**src/rtl/if_id_queue.sv**
```systemverilog
`default_nettype none
// ============================================================================
// Module   : if_id_queue
// Purpose  : IF/ID pipeline boundary implemented as a DEPTH-entry instruction
//            queue with valid/ready handshakes on both sides. Fetch may run
//            ahead of a stalled decode; a flush empties the queue in one edge.
// Ports    : clk, rst (async, active-high), flush (sync discard)
//            if_valid/if_pc/if_inst/if_ready   - fetch side (enqueue)
//            id_valid/id_pc/id_inst/id_ready   - decode side (dequeue)
//            count                             - current occupancy
// Revision : 1.0 - initial release
// ============================================================================
module if_id_queue #(
    parameter int ADDR_WIDTH = 32,
    parameter int INST_WIDTH = 32,
    parameter int DEPTH      = 4
) (
    input  logic                       clk,
    input  logic                       rst,
    input  logic                       flush,
    input  logic                       if_valid,
    input  logic [ADDR_WIDTH-1:0]      if_pc,
    input  logic [INST_WIDTH-1:0]      if_inst,
    output logic                       if_ready,
    output logic                       id_valid,
    output logic [ADDR_WIDTH-1:0]      id_pc,
    output logic [INST_WIDTH-1:0]      id_inst,
    input  logic                       id_ready,
    output logic [$clog2(DEPTH):0]     count
);

    localparam int c_PTR_W = $clog2(DEPTH);
    localparam int c_CNT_W = c_PTR_W + 1;
    localparam logic [c_CNT_W-1:0] c_FULL = c_CNT_W'(DEPTH);
    localparam logic [c_CNT_W-1:0] c_ZERO = '0;

    // Storage is deliberately left without reset; emptiness is tracked by
    // r_cnt and the read outputs are masked whenever the queue is empty.
    logic [ADDR_WIDTH-1:0] r_mem_pc   [DEPTH];
    logic [INST_WIDTH-1:0] r_mem_inst [DEPTH];

    logic [c_PTR_W-1:0] r_wr_ptr;
    logic [c_PTR_W-1:0] r_rd_ptr;
    logic [c_CNT_W-1:0] r_cnt;

    logic w_if_ready;
    logic w_id_valid;
    logic w_enq;
    logic w_deq;

    // Outputs come from registered state only. A full queue refuses fetch
    // even when decode pops in the same cycle (no full pass-through).
    assign w_if_ready = (r_cnt != c_FULL);
    assign w_id_valid = (r_cnt != c_ZERO);

    // Flush wins over both handshakes: neither pointer moves nor is storage
    // written during a flush cycle.
    assign w_enq = if_valid && w_if_ready && !flush;
    assign w_deq = w_id_valid && id_ready && !flush;

    assign if_ready = w_if_ready;
    assign id_valid = w_id_valid;
    assign count    = r_cnt;
    assign id_pc    = w_id_valid ? r_mem_pc[r_rd_ptr]   : '0;
    assign id_inst  = w_id_valid ? r_mem_inst[r_rd_ptr] : '0;

    always_ff @(posedge clk) begin
        if (w_enq) begin
            r_mem_pc[r_wr_ptr]   <= if_pc;
            r_mem_inst[r_wr_ptr] <= if_inst;
        end
    end

    // Pointers are exactly log2(DEPTH) bits, so the increment wraps from
    // DEPTH-1 to 0 without an explicit compare. Full vs empty is decided by
    // r_cnt, never by pointer equality.
    always_ff @(posedge clk or posedge rst) begin
        if (rst) begin
            r_wr_ptr <= '0;
            r_rd_ptr <= '0;
            r_cnt    <= '0;
        end else if (flush) begin
            r_wr_ptr <= '0;
            r_rd_ptr <= '0;
            r_cnt    <= '0;
        end else begin
            if (w_enq) begin
                r_wr_ptr <= r_wr_ptr + 1'b1;
            end
            if (w_deq) begin
                r_rd_ptr <= r_rd_ptr + 1'b1;
            end
            case ({w_enq, w_deq})
                2'b10:   r_cnt <= r_cnt + 1'b1;
                2'b01:   r_cnt <= r_cnt - 1'b1;
                default: r_cnt <= r_cnt;
            endcase
        end
    end

endmodule
`default_nettype wire

```
**config.mk**
```make
export PLATFORM = sky130hd
export DESIGN_NAME = if_id_queue
export DESIGN_NICKNAME = d
export VERILOG_FILES = /design/src/rtl/if_id_queue.sv
export SDC_FILE = /design/constraint.sdc
export NUM_CORES = 1
export LEC_CHECK = 0
export ABC_AREA = 1
export CAP_MARGIN = 20
export CORE_MARGIN = 4
export CORE_UTILIZATION = 59
export DETAILED_ROUTE_END_ITERATION = 8
export PLACE_DENSITY = 0.85
export SLEW_MARGIN = 20
export SYNTH_ARGS = -nofsm -noshare
export SYNTH_HDL_FRONTEND = slang
export SYNTH_SLANG_ARGS = --single-unit
```
**constraint.sdc**
```tcl
create_clock -name clk -period 6.51 [get_ports clk]
set_input_delay 0.9765 -clock clk [delete_from_list [all_inputs] [get_ports clk]]
set_output_delay 0.9765 -clock clk [all_outputs]
set_load 0.02 [all_outputs]
```
# Word-level counts from Yosys, hierarchy flattened
# Memories as Yosys holds them, arrays and structs flattened.
# Index checks and enable logic that the tools add are counted.
[word_totals]
regBits = 7
ram_bits = 256
inputBits = 69
out_inout_bits = 69
elab_cells = 31
n_memories = 2
[op_classes]
add_sub_neg = 4
n_eq_ne = 3
mux = 10
n_reduce_logical = 9
[memory_table]
columns = ["memory", "words", "width", "read_ports", "rd_clocked_by_memory_dff", "write_ports", "line", "source"]
rows = [
  ["r_mem_inst", 4, 32, 1, 0, 1, "40", "logic [INST_WIDTH-1:0] r_mem_inst [DEPTH];"],
  ["r_mem_pc", 4, 32, 1, 0, 1, "39", "logic [ADDR_WIDTH-1:0] r_mem_pc [DEPTH];"],
]
[op_table]
columns = ["op", "count"]
rows = [
  ["two-way mux 32 bit", 2],
  ["two-way mux 2 bit", 4],
  ["one-hot mux 3 bit (2 select lines)", 1],
  ["nonzero test 3 bit", 2],
  ["adder 2 x 1 -> 2 bit (second input constant)", 2],
  ["logical AND 1 bit", 4],
  ["nonzero test 2 bit", 2],
  ["adder 3 x 1 -> 3 bit (second input constant)", 1],
  ["two-way mux 3 bit", 1],
  ["inequality test 3 bit (second input constant)", 1],
  ["subtractor 3 x 1 -> 3 bit (second input constant)", 1],
  ["equality test 2 x 1 -> 1 bit (second input constant)", 1],
  ["equality test 2 bit (second input constant)", 1],
  ["two-way mux 1 bit", 2],
  ["zero test 1 bit", 1],
]

# Depth between registers and ports, before layout
[logic_depth]
depth_word = 6
depth_mapped = 12

# Worst setup path after synthesis
# No wires, ideal clock.
[synth_timing]
path_kind = "input port to flip-flop"
startpoint = "input port if_valid"
endpoint = "memory r_mem_inst[0][0], enable pin"
setup_time_ns = 0.486
arrival_ns = 3.973
required_time_ns = 6.024
slack_ns = 2.051
stages = 4
n_path_buf = 0
cell_sequence = "nand2_1 nor2_1 inv_1 nor2_1"
[synth_between]
elab_chain_len = 4
[synth_rtl]
columns = ["element", "line", "source"]
rows = [
  ["start, declared", "21", "input logic if_valid,"],
  ["logical AND 1 bit (2 in series)", "58", "assign w_enq = if_valid && w_if_ready && !flush;"],
  ["two-way mux 1 bit", "68", "if (w_enq) begin"],
  ["two-way mux 1 bit (not written as such)", "70", "r_mem_inst[r_wr_ptr] <= if_inst;"],
  ["end, declared", "40", ""],
]
# Every way passes these cells.

# Final worst setup path
[layout_timing]
startpoint = "register r_rd_ptr[1]"
endpoint = "output port id_pc[0]"
[layout_between]
elab_chain_len = 2
[layout_rtl]
columns = ["element", "line", "source"]
rows = [
  ["start, declared", "43", "logic [c_PTR_W-1:0] r_rd_ptr;"],
  ["start signal, assigned", "91", "r_rd_ptr <= r_rd_ptr + 1'b1;"],
  ["memory read (4 x 32 bit)", "n/a", ""],
  ["two-way mux 32 bit", "64", "assign id_pc = w_id_valid ? r_mem_pc[r_rd_ptr] : '0;"],
  ["end, declared", "26", "output logic [ADDR_WIDTH-1:0] id_pc,"],
]
# Every way passes these cells.

==> impl_metrics.ini <==
[status]
status = completed

[clocking]
cts_root_buffer = clkbuf_16
cts_sinks = 263
cts_buffer_depth = 3
cts_made_buffers = 26
clk_latency_ns = 0.51
ctsHtreeMaxLevel = 1
cts-resized-gates = 0
cts_hold_buf = 0
cts_tree = built
postCtsSetupRepairBufs = 0
cts.reportedPaths.clkPinSlew_ns = 0.06

[grt]
antenna_found_initial = 1
grt_max_degree = 95
gr-total-overflow = 0
grt_pass1_vias = 6886
grt_pass1_wl_mm = 35.3
grt_use_total = 0.226

[yosys]
synth_area_um2 = 10300
synth_nets = 893
ys_warn_count = 0
ys_types = 19
synth.ff_latch_count = 263
synthCells = 819
ys_seq_area_frac = 0.760
avgSynthCellArea_um2 = 12.6

[setup_path]
cp-end-kind = output pin
crit_type = flip-flop to output pin
cp.arrival_ns = 3.73
slowest_stage = clkdlybuf4s50_1
startpoint_type = flip-flop
cp_max_fo = 65
crit_top_cell = buf_4
critPathRequiredTime_ns = 5.53
crit_chain = buf_4 > inv_2 > buf_4 > nor2_1 > o21ai_0 > a21oi_1 > clkdlybuf4s50_1
critical_path.max_stage_delay_ns = 0.67

[timing]
period_share = 0.723
finalSetupViolCount = 0
grt_setup_unrepaired = no
fin_setup_tns_ns = 0
max_freq_ghz = 0.212
maxSlewHeadroom = 0.319
period_minus_slack_ns = 4.71
drv_slew = 0
worst_pin_slew_ns = 1.02
fin_skew_ns = 0.0150
hold_viol_final = 0

[detailed_routing]
vias = 6809
drt-initial-drc-count = 686
via_per_inst = 5.73
drc = 0
ant_nets = 0
drt_first_pass_iters = 5
wl_mm = 22.5
wl_per_cell_um = 19.0

[floorplan]
floorplan.initialDensity = 0.600
die-area_um2 = 19700
die_y_um = 140
core-area_um2 = 17200
fp.dieW_um = 140
fp-row-count = 48
ioPinCount = 138

[finish]
drive_gt1_frac = 0.0530
layout-area-overhead-vs-synth_pct = 21.8
final_nets = 1019

[power]
ir_drop_mv = 0.274
power_density_nw_per_um2 = 406
p_total_mw = 5.11
p_leak_nw = 4.27

[placed_design]
dp_hpwl_mm = 12.6
routabilityCongestion = 0.795
io_buffers = 137

[worst_hold_path]
hold_class = flip-flop to flip-flop

[job]
max_cap_viol_count = 0
critical path, delay by kind of cell (launching register included):
family                 cells  cell delay, ns
AO/OA/AOI/OAI              2            0.43
buffers and inverters      4            2.29
flip-flops                 1            0.34
AND/OR/NAND/NOR            1            0.14
final cells by class:
class                   instances  area, um2
fillers                      1118       4640
inverters                      15       58.8
diodes                          1       2.50
well taps                     225        282
clock buffers                  36        709
multi-input cells             493       2190
repair buffers                146       1440
flip-flops and latches        263       7870
clock inverters                 9       45.0
cell usage after synthesis:
| master | n | area share |
|---|---|---|
| buf_2 | 16 | 0.0077 |
| nand2_1 | 22 | 0.0080 |
| xnor2_1 | 1 | 0.00085 |
| dfrtp_1 | 7 | 0.017 |
| o21ai_0 | 128 | 0.062 |
| inv_1 | 13 | 0.0047 |
| clkbuf_1 | 12 | 0.0044 |
| buf_6 | 1 | 0.0011 |
| nor2_1 | 263 | 0.095 |
| a21oi_1 | 67 | 0.032 |
| buf_4 | 14 | 0.010 |
| nand3_1 | 2 | 0.00097 |
| inv_2 | 2 | 0.00073 |
| a21boi_0 | 1 | 0.00073 |
| o21ai_1 | 4 | 0.0019 |
| ha_1 | 4 | 0.0048 |
| edfxtp_1 | 256 | 0.74 |
| fa_1 | 1 | 0.0019 |
| buf_1 | 5 | 0.0018 |
through the flow:
stage          hold slack [ns]  worst slack [ns]  instances  utilization  instance area [um2]
6_report                 0.575              1.80       1188        0.731                12600
5_1_grt                  0.651              1.61       1187        0.731                12600
4_1_cts                  0.586              1.58       1187        0.731                12600
3_5_place_dp             0.570              2.16       1142        0.687                11800
3_3_place_gp             0.558              2.32       1142        0.687                11800
2_1_floorplan            0.580              2.05        819            -                10300
cell usage in the layout, fill, tap and decap left out, types with 2 or more instances in the layout:
cell and instances:
clkdlybuf4s50_1 137, nand3_1 2, inv_2 2, dfrtp_1 5
a21oi_1 67, clkinv_1 3, o21ai_1 4, o21ai_0 128
inv_1 12, clkbuf_1 9, nor2_4 4, clkinv_2 5
nand2_1 22, ha_1 4, edfxtp_1 256, buf_4 9
nor2_1 259, clkbuf_16 27
per-layer routing:
metal | GRT usage | vias to the layer above | share of wire | wire length (um)
li1 | - | 3137 | - | -
met1 | 0.290 | 3293 | 0.39 | 8790
met2 | 0.387 | 317 | 0.51 | 11500
met3 | 0.0365 | 60 | 0.072 | 1620
met4 | 0.0913 | 2 | 0.029 | 661
met5 | 0 | - | 0.00058 | 13
final timing paths:
check	start	end	slack (ns)	cells after the start
worst max register to register	count[0]	r_mem_inst[0][9]	3.57	7
max in group asynchronous	rst	r_rd_ptr[0]	5.57	2
worst max-delay path	r_rd_ptr[1]	id_pc[0]	1.80	7
min in group asynchronous	rst	r_rd_ptr[0]	0.69	2
worst min register to register	count[1]	count[1]	0.57	2
worst min-delay path	count[1]	count[1]	0.57	2
kinds of logic after synthesis:
| logic type | count (synthesis) | share of synthesized area |
|---|---|---|
| AOI/OAI and AO/OA | 200 | 0.0970 |
| xor gates and xnor gates | 1 | 0.000847 |
| adders and majority gates | 5 | 0.00678 |
| buffers and inverters | 63 | 0.0306 |
| DFF | 263 | 0.760 |
| and+or+nand+nor | 287 | 0.104 |
sequential cells by signal, summed over array words and instances, names as in the netlist:
| signal | cells |
|---|---|
| r_mem_inst | 128 |
| r_mem_pc | 128 |
| count | 3 |
| r_rd_ptr | 2 |
| r_wr_ptr | 2 |
report_power, final:
part	internal, mW	leakage [nW]	switching [mW]
Clock	0.757	0.372	0.572
Sequential	1.97	2.41	0.0659
Combinational	0.676	1.48	1.07
Total	3.40	4.27	1.71
(Power assumes the default switching activity.)
